$ cat src/rtl/rs485_apb_fifo_ctrl_if.sv
// rtl/rs485_apb_fifo_ctrl_if.sv - APB register bus plus serialiser stream signals of the RS-485 FIFO controller
interface rs485_apb_fifo_ctrl_if #(
  parameter int DATA_W = 16
);
  logic              psel;
  logic              penable;
  logic              pwrite;
  logic [7:0]        paddr;
  logic [31:0]       pwdata;
  logic [31:0]       prdata;
  logic              pready;
  logic              pslverr;
  logic [DATA_W-1:0] tx_data;
  logic              tx_valid;
  logic              tx_ready;
  logic              de;
  logic [DATA_W-1:0] rx_data;
  logic              rx_valid;

  modport slave (
    input  psel, penable, pwrite, paddr, pwdata, tx_ready, rx_data, rx_valid,
    output prdata, pready, pslverr, tx_data, tx_valid, de
  );

  modport master (
    output psel, penable, pwrite, paddr, pwdata, tx_ready, rx_data, rx_valid,
    input  prdata, pready, pslverr, tx_data, tx_valid, de
  );
endinterface

$ cat src/rtl/rs485_apb_fifo_ctrl.sv
// rtl/rs485_apb_fifo_ctrl.sv - APB-mapped TX/RX FIFOs with guarded driver-enable FSM for a half-duplex RS-485 link
// Optional irq output and 0x14 IRQ_MASK register are built only when RS485_IRQ_EN is defined.
module rs485_apb_fifo_ctrl #(
  parameter int DATA_W    = 16,
  parameter int TX_DEPTH  = 16,
  parameter int RX_DEPTH  = 16,
  parameter int GUARD_CYC = 4
) (
  input  logic                 clk,
  input  logic                 rst,
  rs485_apb_fifo_ctrl_if.slave bus
`ifdef RS485_IRQ_EN
  ,
  output logic                 irq
`endif
);
  localparam int TXA = $clog2(TX_DEPTH);
  localparam int RXA = $clog2(RX_DEPTH);
  localparam int GW  = $clog2(GUARD_CYC + 1);
  localparam logic [TXA:0]  TX_FULL_LVL = (TXA + 1)'(TX_DEPTH);
  localparam logic [RXA:0]  RX_FULL_LVL = (RXA + 1)'(RX_DEPTH);
  localparam logic [GW-1:0] GUARD_LAST  = GW'(GUARD_CYC - 1);

  localparam logic [1:0] S_IDLE  = 2'd0;
  localparam logic [1:0] S_SETUP = 2'd1;
  localparam logic [1:0] S_SEND  = 2'd2;
  localparam logic [1:0] S_HOLD  = 2'd3;

  logic [DATA_W-1:0] tx_mem_q [TX_DEPTH];
  logic [DATA_W-1:0] tx_mem_d [TX_DEPTH];
  logic [DATA_W-1:0] rx_mem_q [RX_DEPTH];
  logic [DATA_W-1:0] rx_mem_d [RX_DEPTH];
  logic [TXA-1:0] tx_wptr_q, tx_wptr_d, tx_rptr_q, tx_rptr_d;
  logic [RXA-1:0] rx_wptr_q, rx_wptr_d, rx_rptr_q, rx_rptr_d;
  logic [TXA:0]   tx_level_q, tx_level_d;
  logic [RXA:0]   rx_level_q, rx_level_d;
  logic [1:0]     state_q, state_d;
  logic [GW-1:0]  cnt_q, cnt_d;
  logic [DATA_W-1:0] tx_data_q, tx_data_d;
  logic tx_valid_q, tx_valid_d, enable_q, enable_d, rx_ovf_q, rx_ovf_d;

  logic wr_acc, rd_acc, a_tx, a_rx, a_ctrl, a_stat, a_lvl, a_irq;
  logic tx_full, tx_empty, rx_full, rx_empty, tx_push, tx_pop, rx_push, rx_pop, rx_in;
  logic tx_flush, rx_flush, de, free;
  logic [31:0] rdata;
  logic unused_pwdata;

  assign wr_acc = bus.psel & bus.penable & bus.pwrite;
  assign rd_acc = bus.psel & bus.penable & ~bus.pwrite;
  assign a_tx   = bus.paddr == 8'h00;
  assign a_rx   = bus.paddr == 8'h04;
  assign a_ctrl = bus.paddr == 8'h08;
  assign a_stat = bus.paddr == 8'h0C;
  assign a_lvl  = bus.paddr == 8'h10;
  assign a_irq  = bus.paddr == 8'h14;
  assign unused_pwdata = ^bus.pwdata;

  assign tx_full  = tx_level_q == TX_FULL_LVL;
  assign tx_empty = tx_level_q == '0;
  assign rx_full  = rx_level_q == RX_FULL_LVL;
  assign rx_empty = rx_level_q == '0;
  assign de       = state_q != S_IDLE;

  assign tx_flush = wr_acc & a_ctrl & bus.pwdata[1];
  assign rx_flush = wr_acc & a_ctrl & bus.pwdata[2];
  assign tx_push  = wr_acc & a_tx & ~tx_full;
  assign rx_in    = bus.rx_valid & enable_q & ~de;
  assign rx_push  = rx_in & ~rx_full;
  assign rx_pop   = rd_acc & a_rx & ~rx_empty;
  assign free     = ~tx_valid_q | bus.tx_ready;

  // Staging is free again on the handshake edge, so back-to-back words need no idle cycle.
  always_comb begin
    state_d    = state_q;
    cnt_d      = cnt_q;
    tx_valid_d = tx_valid_q;
    tx_data_d  = tx_data_q;
    tx_pop     = 1'b0;
    case (state_q)
      S_IDLE: begin
        cnt_d = '0;
        if (enable_q && !tx_empty) state_d = S_SETUP;
      end
      S_SETUP, S_HOLD: begin
        if (cnt_q == GUARD_LAST) begin
          cnt_d   = '0;
          state_d = (state_q == S_SETUP) ? S_SEND : S_IDLE;
        end else begin
          cnt_d = cnt_q + 1'b1;
        end
      end
      default: begin
        if (tx_valid_q && bus.tx_ready) tx_valid_d = 1'b0;
        if (free) begin
          if (enable_q && !tx_empty && !tx_flush) begin
            tx_pop     = 1'b1;
            tx_valid_d = 1'b1;
            tx_data_d  = tx_mem_q[tx_rptr_q];
          end else if (!enable_q || tx_empty) begin
            state_d = S_HOLD;
          end
        end
      end
    endcase
  end

  always_comb begin
    tx_mem_d   = tx_mem_q;
    tx_wptr_d  = tx_wptr_q;
    tx_rptr_d  = tx_rptr_q;
    tx_level_d = tx_level_q;
    if (tx_push) tx_mem_d[tx_wptr_q] = bus.pwdata[DATA_W-1:0];
    if (tx_flush) begin
      tx_wptr_d  = '0;
      tx_rptr_d  = '0;
      tx_level_d = '0;
    end else begin
      if (tx_push) tx_wptr_d = tx_wptr_q + 1'b1;
      if (tx_pop)  tx_rptr_d = tx_rptr_q + 1'b1;
      if (tx_push && !tx_pop) tx_level_d = tx_level_q + 1'b1;
      if (!tx_push && tx_pop) tx_level_d = tx_level_q - 1'b1;
    end
  end

  always_comb begin
    rx_mem_d   = rx_mem_q;
    rx_wptr_d  = rx_wptr_q;
    rx_rptr_d  = rx_rptr_q;
    rx_level_d = rx_level_q;
    if (rx_push) rx_mem_d[rx_wptr_q] = bus.rx_data;
    if (rx_flush) begin
      rx_wptr_d  = '0;
      rx_rptr_d  = '0;
      rx_level_d = '0;
    end else begin
      if (rx_push) rx_wptr_d = rx_wptr_q + 1'b1;
      if (rx_pop)  rx_rptr_d = rx_rptr_q + 1'b1;
      if (rx_push && !rx_pop) rx_level_d = rx_level_q + 1'b1;
      if (!rx_push && rx_pop) rx_level_d = rx_level_q - 1'b1;
    end
  end

  // An overflow in the same cycle as a software clear keeps the flag set.
  always_comb begin
    enable_d = (wr_acc && a_ctrl) ? bus.pwdata[0] : enable_q;
    rx_ovf_d = rx_ovf_q;
    if (wr_acc && a_stat && bus.pwdata[4]) rx_ovf_d = 1'b0;
    if (rx_in && rx_full)                  rx_ovf_d = 1'b1;
  end

`ifdef RS485_IRQ_EN
  logic [2:0] irq_mask_q, irq_mask_d;
  logic       irq_q, irq_d;

  always_comb begin
    irq_mask_d = (wr_acc && a_irq) ? bus.pwdata[2:0] : irq_mask_q;
    irq_d      = |(irq_mask_q & {rx_ovf_q, ~rx_empty, tx_empty});
  end

  always_ff @(posedge clk) begin
    if (!rst) begin
      irq_mask_q <= '0;
      irq_q      <= 1'b0;
    end else begin
      irq_mask_q <= irq_mask_d;
      irq_q      <= irq_d;
    end
  end

  assign irq = irq_q;
`endif

  always_comb begin
    rdata = '0;
    if (rd_acc) begin
      if (a_rx && !rx_empty) rdata = 32'(rx_mem_q[rx_rptr_q]);
      if (a_ctrl) rdata = {31'b0, enable_q};
      if (a_stat) rdata = {27'b0, rx_ovf_q, rx_full, rx_empty, tx_full, tx_empty};
      if (a_lvl)  rdata = {16'(rx_level_q), 16'(tx_level_q)};
`ifdef RS485_IRQ_EN
      if (a_irq)  rdata = {29'b0, irq_mask_q};
`else
      if (a_irq)  rdata = '0;
`endif
    end
  end

  assign bus.prdata   = rdata;
  assign bus.pready   = 1'b1;
  assign bus.pslverr  = (wr_acc & a_tx & tx_full) | (rd_acc & a_rx & rx_empty);
  assign bus.tx_data  = tx_data_q;
  assign bus.tx_valid = tx_valid_q;
  assign bus.de       = de;

  always_ff @(posedge clk) begin
    tx_mem_q <= tx_mem_d;
    rx_mem_q <= rx_mem_d;
  end

  always_ff @(posedge clk) begin
    if (!rst) begin
      state_q    <= S_IDLE;
      cnt_q      <= '0;
      tx_valid_q <= 1'b0;
      tx_data_q  <= '0;
      enable_q   <= 1'b0;
      rx_ovf_q   <= 1'b0;
      tx_wptr_q  <= '0;
      tx_rptr_q  <= '0;
      tx_level_q <= '0;
      rx_wptr_q  <= '0;
      rx_rptr_q  <= '0;
      rx_level_q <= '0;
    end else begin
      state_q    <= state_d;
      cnt_q      <= cnt_d;
      tx_valid_q <= tx_valid_d;
      tx_data_q  <= tx_data_d;
      enable_q   <= enable_d;
      rx_ovf_q   <= rx_ovf_d;
      tx_wptr_q  <= tx_wptr_d;
      tx_rptr_q  <= tx_rptr_d;
      tx_level_q <= tx_level_d;
      rx_wptr_q  <= rx_wptr_d;
      rx_rptr_q  <= rx_rptr_d;
      rx_level_q <= rx_level_d;
    end
  end
endmodule

$ cat src/flat_wrapper.sv
// flat-port wrapper written by rule: the top's interface ports become plain ports
module rs485_apb_fifo_ctrl_flat 
#(
  parameter int DATA_W    = 16,
  parameter int TX_DEPTH  = 16,
  parameter int RX_DEPTH  = 16,
  parameter int GUARD_CYC = 4
)
  (clk, rst, bus_psel, bus_penable, bus_pwrite, bus_paddr, bus_pwdata, bus_tx_ready, bus_rx_data, bus_rx_valid, bus_prdata, bus_pready, bus_pslverr, bus_tx_data, bus_tx_valid, bus_de);
  rs485_apb_fifo_ctrl_if #(.DATA_W(DATA_W)) bus_i ();
  input  logic clk;
  input  logic rst;
  input wire logic [$bits(bus_i.psel)-1:0] bus_psel;
  input wire logic [$bits(bus_i.penable)-1:0] bus_penable;
  input wire logic [$bits(bus_i.pwrite)-1:0] bus_pwrite;
  input wire logic [$bits(bus_i.paddr)-1:0] bus_paddr;
  input wire logic [$bits(bus_i.pwdata)-1:0] bus_pwdata;
  input wire logic [$bits(bus_i.tx_ready)-1:0] bus_tx_ready;
  input wire logic [$bits(bus_i.rx_data)-1:0] bus_rx_data;
  input wire logic [$bits(bus_i.rx_valid)-1:0] bus_rx_valid;
  output wire logic [$bits(bus_i.prdata)-1:0] bus_prdata;
  output wire logic [$bits(bus_i.pready)-1:0] bus_pready;
  output wire logic [$bits(bus_i.pslverr)-1:0] bus_pslverr;
  output wire logic [$bits(bus_i.tx_data)-1:0] bus_tx_data;
  output wire logic [$bits(bus_i.tx_valid)-1:0] bus_tx_valid;
  output wire logic [$bits(bus_i.de)-1:0] bus_de;
  assign bus_i.psel = bus_psel;
  assign bus_i.penable = bus_penable;
  assign bus_i.pwrite = bus_pwrite;
  assign bus_i.paddr = bus_paddr;
  assign bus_i.pwdata = bus_pwdata;
  assign bus_i.tx_ready = bus_tx_ready;
  assign bus_i.rx_data = bus_rx_data;
  assign bus_i.rx_valid = bus_rx_valid;
  assign bus_prdata = bus_i.prdata;
  assign bus_pready = bus_i.pready;
  assign bus_pslverr = bus_i.pslverr;
  assign bus_tx_data = bus_i.tx_data;
  assign bus_tx_valid = bus_i.tx_valid;
  assign bus_de = bus_i.de;
  rs485_apb_fifo_ctrl #(.DATA_W(DATA_W), .TX_DEPTH(TX_DEPTH), .RX_DEPTH(RX_DEPTH), .GUARD_CYC(GUARD_CYC)) u_core (.clk(clk), .rst(rst), .bus(bus_i));
endmodule
$ cat config.mk
export PLATFORM = sky130hd
export DESIGN_NAME = rs485_apb_fifo_ctrl_flat
export DESIGN_NICKNAME = d
export VERILOG_FILES = /design/src/rtl/rs485_apb_fifo_ctrl_if.sv /design/src/rtl/rs485_apb_fifo_ctrl.sv /design/src/flat_wrapper.sv
export SDC_FILE = /design/constraint.sdc
export NUM_CORES = 1
export LEC_CHECK = 0
export BUFFER_PORTS_ARGS = -buffer_cell sky130_fd_sc_hd__buf_2
export CAP_MARGIN = 20
export CORE_ASPECT_RATIO = 0.9
export CORE_UTILIZATION = 38
export DETAILED_ROUTE_END_ITERATION = 6
export PLACE_DENSITY_LB_ADDON = 0.12
export SETUP_SLACK_MARGIN = 0.2
export SYNTH_ARGS = -nofsm -noshare
export SYNTH_HDL_FRONTEND = slang
export SYNTH_SLANG_ARGS = --single-unit
$ cat constraint.sdc
create_clock -name clk -period 8.1 [get_ports clk]
set_clock_uncertainty 0.2 [all_clocks]
set_input_delay 2.43 -clock clk [delete_from_list [all_inputs] [get_ports clk]]
set_output_delay 2.43 -clock clk [all_outputs]
set_load 0.05 [all_outputs]
# Yosys cells after proc, flatten, opt, wreduce, memory -nomap -nowiden
# Cells that the tools add are included.
# op_classes
addsub	9
order_cmp	6
eq_ne	13
n_mux	39
bitwise	29
reduce_logical	40
# op_table
operator	count
bitwise mux 256 bit	2
2-to-1 mux 16 bit	9
binary-select mux 16 bit (select 4 bit)	2
demux 16 bit (select 4 bit)	2
2-to-1 mux 21 bit	2
2-to-1 mux 32 bit	1
>= comparator 5 bit, second input constant	4
2-to-1 mux 5 bit	4
inverter 4 -> 5 bit	4
adder 4 x 1 -> 4 bit, second input constant	4
equality test 8 x 4 -> 1 bit, second input constant	2
equality test 8 x 5 -> 1 bit, second input constant	2
bitwise AND 1 bit	15
logical AND 1 bit	14
2-to-1 mux 2 bit	6
adder 5 x 1 -> 5 bit, second input constant	2
equality test 5 bit, second input constant	2
logical NOT 5 bit	2
< comparator 5 x 1 -> 1 bit, second input constant	2
nonzero test 2 bit	5
subtractor 5 x 1 -> 5 bit, second input constant	2
equality test 8 x 3 -> 1 bit, second input constant	1
logical NOT 1 bit	8
logical NOT 8 bit	1
19 further kinds	38
# word_totals
regBits	562
input_bits	63
out_inout_bits	52
wordCells	180

# Logic depth before layout (Yosys ltp)
# logic_depth
word_depth	13
depth_mapped	15
depth_no_buf	12

# Least setup slack after synthesis
# Ideal clock, no wire load.
# synth_timing
path_kind	input -> output
start	in bus_paddr[1]
end	out bus_prdata[1]
arrival_time_ps	5200
t_required_ps	5470
slack_ps	270
cell_stages	5
path_buffers	0
path_cell_list	or4_1 -> or2_1 -> nor4b_1 -> a22oi_1 -> a221oi_1
# synth_between
elab_chain_cells	8
elab_cells_between_ends	12
cone_classes	5 x eq/ne; 6 x mux; 1 x reduce/logical
# synth_rtl
item	line_no	text
start: declaration	flat_wrapper.sv:16	input wire logic [$bits(bus_i.paddr)-1:0] bus_paddr;
equality test 8 x 3 -> 1 bit	rs485_apb_fifo_ctrl.sv:51	assign a_rx = bus.paddr == 8'h04;
logical AND 1 bit	rs485_apb_fifo_ctrl.sv:176	if (a_rx && !rx_empty) rdata = 32'(rx_mem_q[rx_rptr_q]);
2-to-1 mux 16 bit	rs485_apb_fifo_ctrl.sv:176	
2-to-1 mux 16 bit	rs485_apb_fifo_ctrl.sv:177	if (a_ctrl) rdata = {31'b0, enable_q};
2-to-1 mux 16 bit	rs485_apb_fifo_ctrl.sv:178	if (a_stat) rdata = {27'b0, rx_ovf_q, rx_full, rx_empty, tx_full, tx_empty};
2-to-1 mux 21 bit	rs485_apb_fifo_ctrl.sv:179	if (a_lvl) rdata = {16'(rx_level_q), 16'(tx_level_q)};
2-to-1 mux 21 bit (*)	rs485_apb_fifo_ctrl.sv:183	if (a_irq) rdata = '0;
2-to-1 mux 32 bit (*)	rs485_apb_fifo_ctrl.sv:175	if (rd_acc) begin
end: declaration	flat_wrapper.sv:21	output wire logic [$bits(bus_i.prdata)-1:0] bus_prdata;
# Mark *: on every way between the ends. The rest lies on a longest branch, timed or not.

# Worst setup path after layout
# Same ends and word-level chain as after synthesis.

==> flow_metrics.py <==
metrics = {
    "outcome": {
        "status": "finished clean",
    },
    "drt": {
        "first_iter_violations": 943,
        "antenna_left": 0,
        "dr.pass1.iters": 5,
        "avgRoutedWirePerCell_um": 24.4,
        "viasPerCell": 5.31,
        "routed_wl_mm": 52.3,
        "num_vias": 11400,
        "drc": 0,
    },
    "cts": {
        "clock_sinks": 562,
        "cts_hold_buf": 0,
        "cts_root_buf": "clkbuf_16",
        "cts_buffer_depth": 3,
        "cts_tree": "yes",
        "insertion_delay_ns": 0.62,
        "cts_resized": 0,
        "postCtsSetupBuffers": 0,
        "h-tree-depth": 2,
        "cts_buffers": 57,
        "path_clk_slew_ns": 0.06,
    },
    "synthesis": {
        "netlist_instances": 1206,
        "yosysWarnings": 0,
        "synth_ff_type": "edfxtp_1",
        "ys_async_sr_fraction": 0,
        "yosys.area_share.adder": 0.0138,
        "yosys.cell_types.count": 49,
        "ys_seq_area_frac": 0.733,
        "syn_area_um2": 22400,
        "synth-simple-area-share": 0.0430,
        "synth_compound_area_frac": 0.0439,
        "ys_ff_latch": 562,
        "synth_edf_count": 512,
        "synth_mux_area_frac": 0.142,
        "synth_top_family_by_area": "multiplexers",
        "synth.avg_cell_area_um2": 18.5,
        "synth-xor-area-share": 0.00666,
    },
    "timing": {
        "finalSetupViolCount": 0,
        "final_hold_viol_count": 0,
        "tightest_slew_ns": 1.06,
        "final.setup.tns_ns": 0,
        "drv_slew": 0,
        "period_share": 0.947,
        "min_period_ns": 7.67,
        "rsz0062_at_grt": "false",
        "max_freq_mhz": 130,
        "slew_headroom": 0.294,
    },
    "finish": {
        "final_area_um2": 25700,
        "fill_cells": 5034,
        "seqCellArea_um2": 16400,
        "multi_input_area_um2": 5710,
        "layout-drive-gt1-share": 0.286,
        "layout_common_cells": "edfxtp_1 (512), mux4_2 (121), buf_2 (86), clkbuf_16 (57), nand2_1 (50)",
        "finalNetCount": 1421,
        "area_growth_pct": 15.0,
        "mostFrequentLayoutCell": "edfxtp_1",
    },
    "power_and_ir_drop": {
        "clkPwrFrac": 0.439,
        "p_leak_uw": 0.00825,
        "p_sw_frac": 0.200,
        "p_comb_frac": 0.012,
        "p_int_uw": 4610,
        "powerDensity_nw_per_um2": 224,
        "ir_drop_mv": 0.150,
        "p_sw_uw": 1150,
        "p_seq_frac": 0.549,
    },
    "min_path": {
        "min_path_type": "reg2reg",
    },
    "global_route": {
        "antenna_found_initial": 1,
        "first_global_vias": 11400,
        "overflow": 0,
        "grt_pass1_wl_mm": 76.8,
        "grt_start_max_net_pins": 68,
        "grt_use_total": 0.177,
    },
    "worst_setup_path": {
        "crit_fanout": 5,
        "crit_path_frequent_cell": "buf_2",
        "criticalPathCategory": "in2out",
        "critical_path.max_stage_delay_ns": 0.73,
        "arrival_ns": 5.04,
        "critPathBufInv": 2,
        "required_ns": 5.47,
        "critPathTopFamily": "simple AND/OR/NAND/NOR gates",
        "cp_slowest_cell": "nor4b_1",
        "start_kind": "input pin",
        "worstSetupEndpointType": "primary output",
        "path_cells": "buf_2 -> or4_1 -> or2_1 -> nor4b_1 -> a22oi_1 -> a221oi_1 -> buf_2",
    },
    "floorplan": {
        "fp.coreArea_um2": 57500,
        "num_rows": 83,
        "ios": 115,
        "start_util": 0.389,
        "die_h_um": 232,
        "die_area_um2": 59800,
        "fp.dieW_um": 258,
    },
    "place": {
        "hpwl_mm": 30.2,
        "place_area_um2": 23900,
        "place.gp.congestion": 0.783,
        "portBuffers": 86,
    },
    "run": {
        "maxCapViolCount": 0,
    },
}
-- power by group through the flow --
| stage | Sequential [uW] | Combinational (uW) | Clock, uW |
|---|---|---|---|
| floorplan | 3220 | 25.3 | 0 |
| global placement | 3220 | 67.6 | 0 |
| detailed placement | 3220 | 70.9 | 0 |
| CTS | 3160 | 70.9 | 2600 |
| global route | 3160 | 77.5 | 2710 |
| finish | 3160 | 70.8 | 2530 |
-- metal layers --
layer  wire (um)  track usage
met5          13            0
met4         967       0.0473
met3        2540       0.0323
met2       22600        0.255
met1       26200        0.274
-- final timing paths --
kind	start	endpoint	slack [ns]	cells past startpoint
max reg2reg	u_core.rx_level_q[0]	u_core.rx_level_q[4]	4.00	12
min	u_core.cnt_q[2]	u_core.cnt_q[2]	0.25	1
max	bus_paddr[1]	bus_prdata[1]	0.43	7
min reg2reg	u_core.cnt_q[2]	u_core.cnt_q[2]	0.25	1
-- cell families (layout without fill, tap and decap cells) --
group / count (synthesis) / count (layout)
AOI/OAI and AO/OA: 145 / 145
other: 2 / 14
buffers and inverters: 92 / 252
adders and majority gates: 24 / 24
muxes: 163 / 163
DFF: 562 / 562
and+or+nand+nor: 201 / 201
xor gates and xnor gates: 17 / 17
-- state kept, by name, indices dropped and copies added, names as in the netlist --
register	count
u_core.tx_mem_q	256
u_core.rx_wptr_q	4
u_core.bus.tx_data	16
u_core.rx_ovf_q	1
u_core.rx_level_q	5
u_core.tx_level_q	5
u_core.cnt_q	3
u_core.rx_rptr_q	4
u_core.enable_q	1
u_core.bus.tx_valid	1
u_core.tx_rptr_q	4
u_core.rx_mem_q	256
u_core.state_q	2
u_core.tx_wptr_q	4
-- Yosys cell counts (all sizes together) (18+ instances only) --
cell type	count	area, um^2
edfxtp	512	15400
mux4	121	2730
nor2	68	255
dfxtp	50	1000
nand2	50	188
clkbuf	38	143
buf	37	198
a22o	33	289
a21oi	32	160
o21ai	27	135
mux2i	26	260
ha	23	288
o22ai	18	113
-- worst reg2reg max path: stages (launching register included) --
cell and delay [ns]:
dfxtp_1 0.37, nor4_1 0.53, nor2b_1 0.28, or4_1 0.68, buf_4 0.28, inv_1 0.05, ha_1 0.27, fa_1 0.44
a21o_1 0.20, a21oi_1 0.16, xor2_1 0.10, or3_1 0.32, a21oi_1 0.14
-- layout make-up --
class | count | area share
repair buffers | 134 | 0.0310
flip-flops and latches | 562 | 0.637
well taps | 765 | 0.0372
multi-input cells | 562 | 0.222
clock buffers | 76 | 0.0617
clock inverters | 25 | 0.00793
inverters | 17 | 0.00248
diodes | 2 | 0.000195
-- per-stage QoR --
| stage | util | hold slack (ns) | worst slack, ns | power, uW | std cells |
|---|---|---|---|---|---|
| 3_3_place_gp | 0.415 | 0.240 | 0.607 | 3290 | 2037 |
| 2_1_floorplan | - | 0.230 | 0.270 | 3250 | 1216 |
| 4_1_cts | 0.447 | 0.254 | 0.509 | 5830 | 2140 |
| 6_report | 0.447 | 0.247 | 0.430 | 5760 | 2143 |
| 3_5_place_dp | 0.416 | 0.245 | 0.505 | 3290 | 2039 |
| 5_1_grt | 0.447 | 0.260 | 0.371 | 5940 | 2141 |
Note: power is estimated with default switching activity, not from simulation.
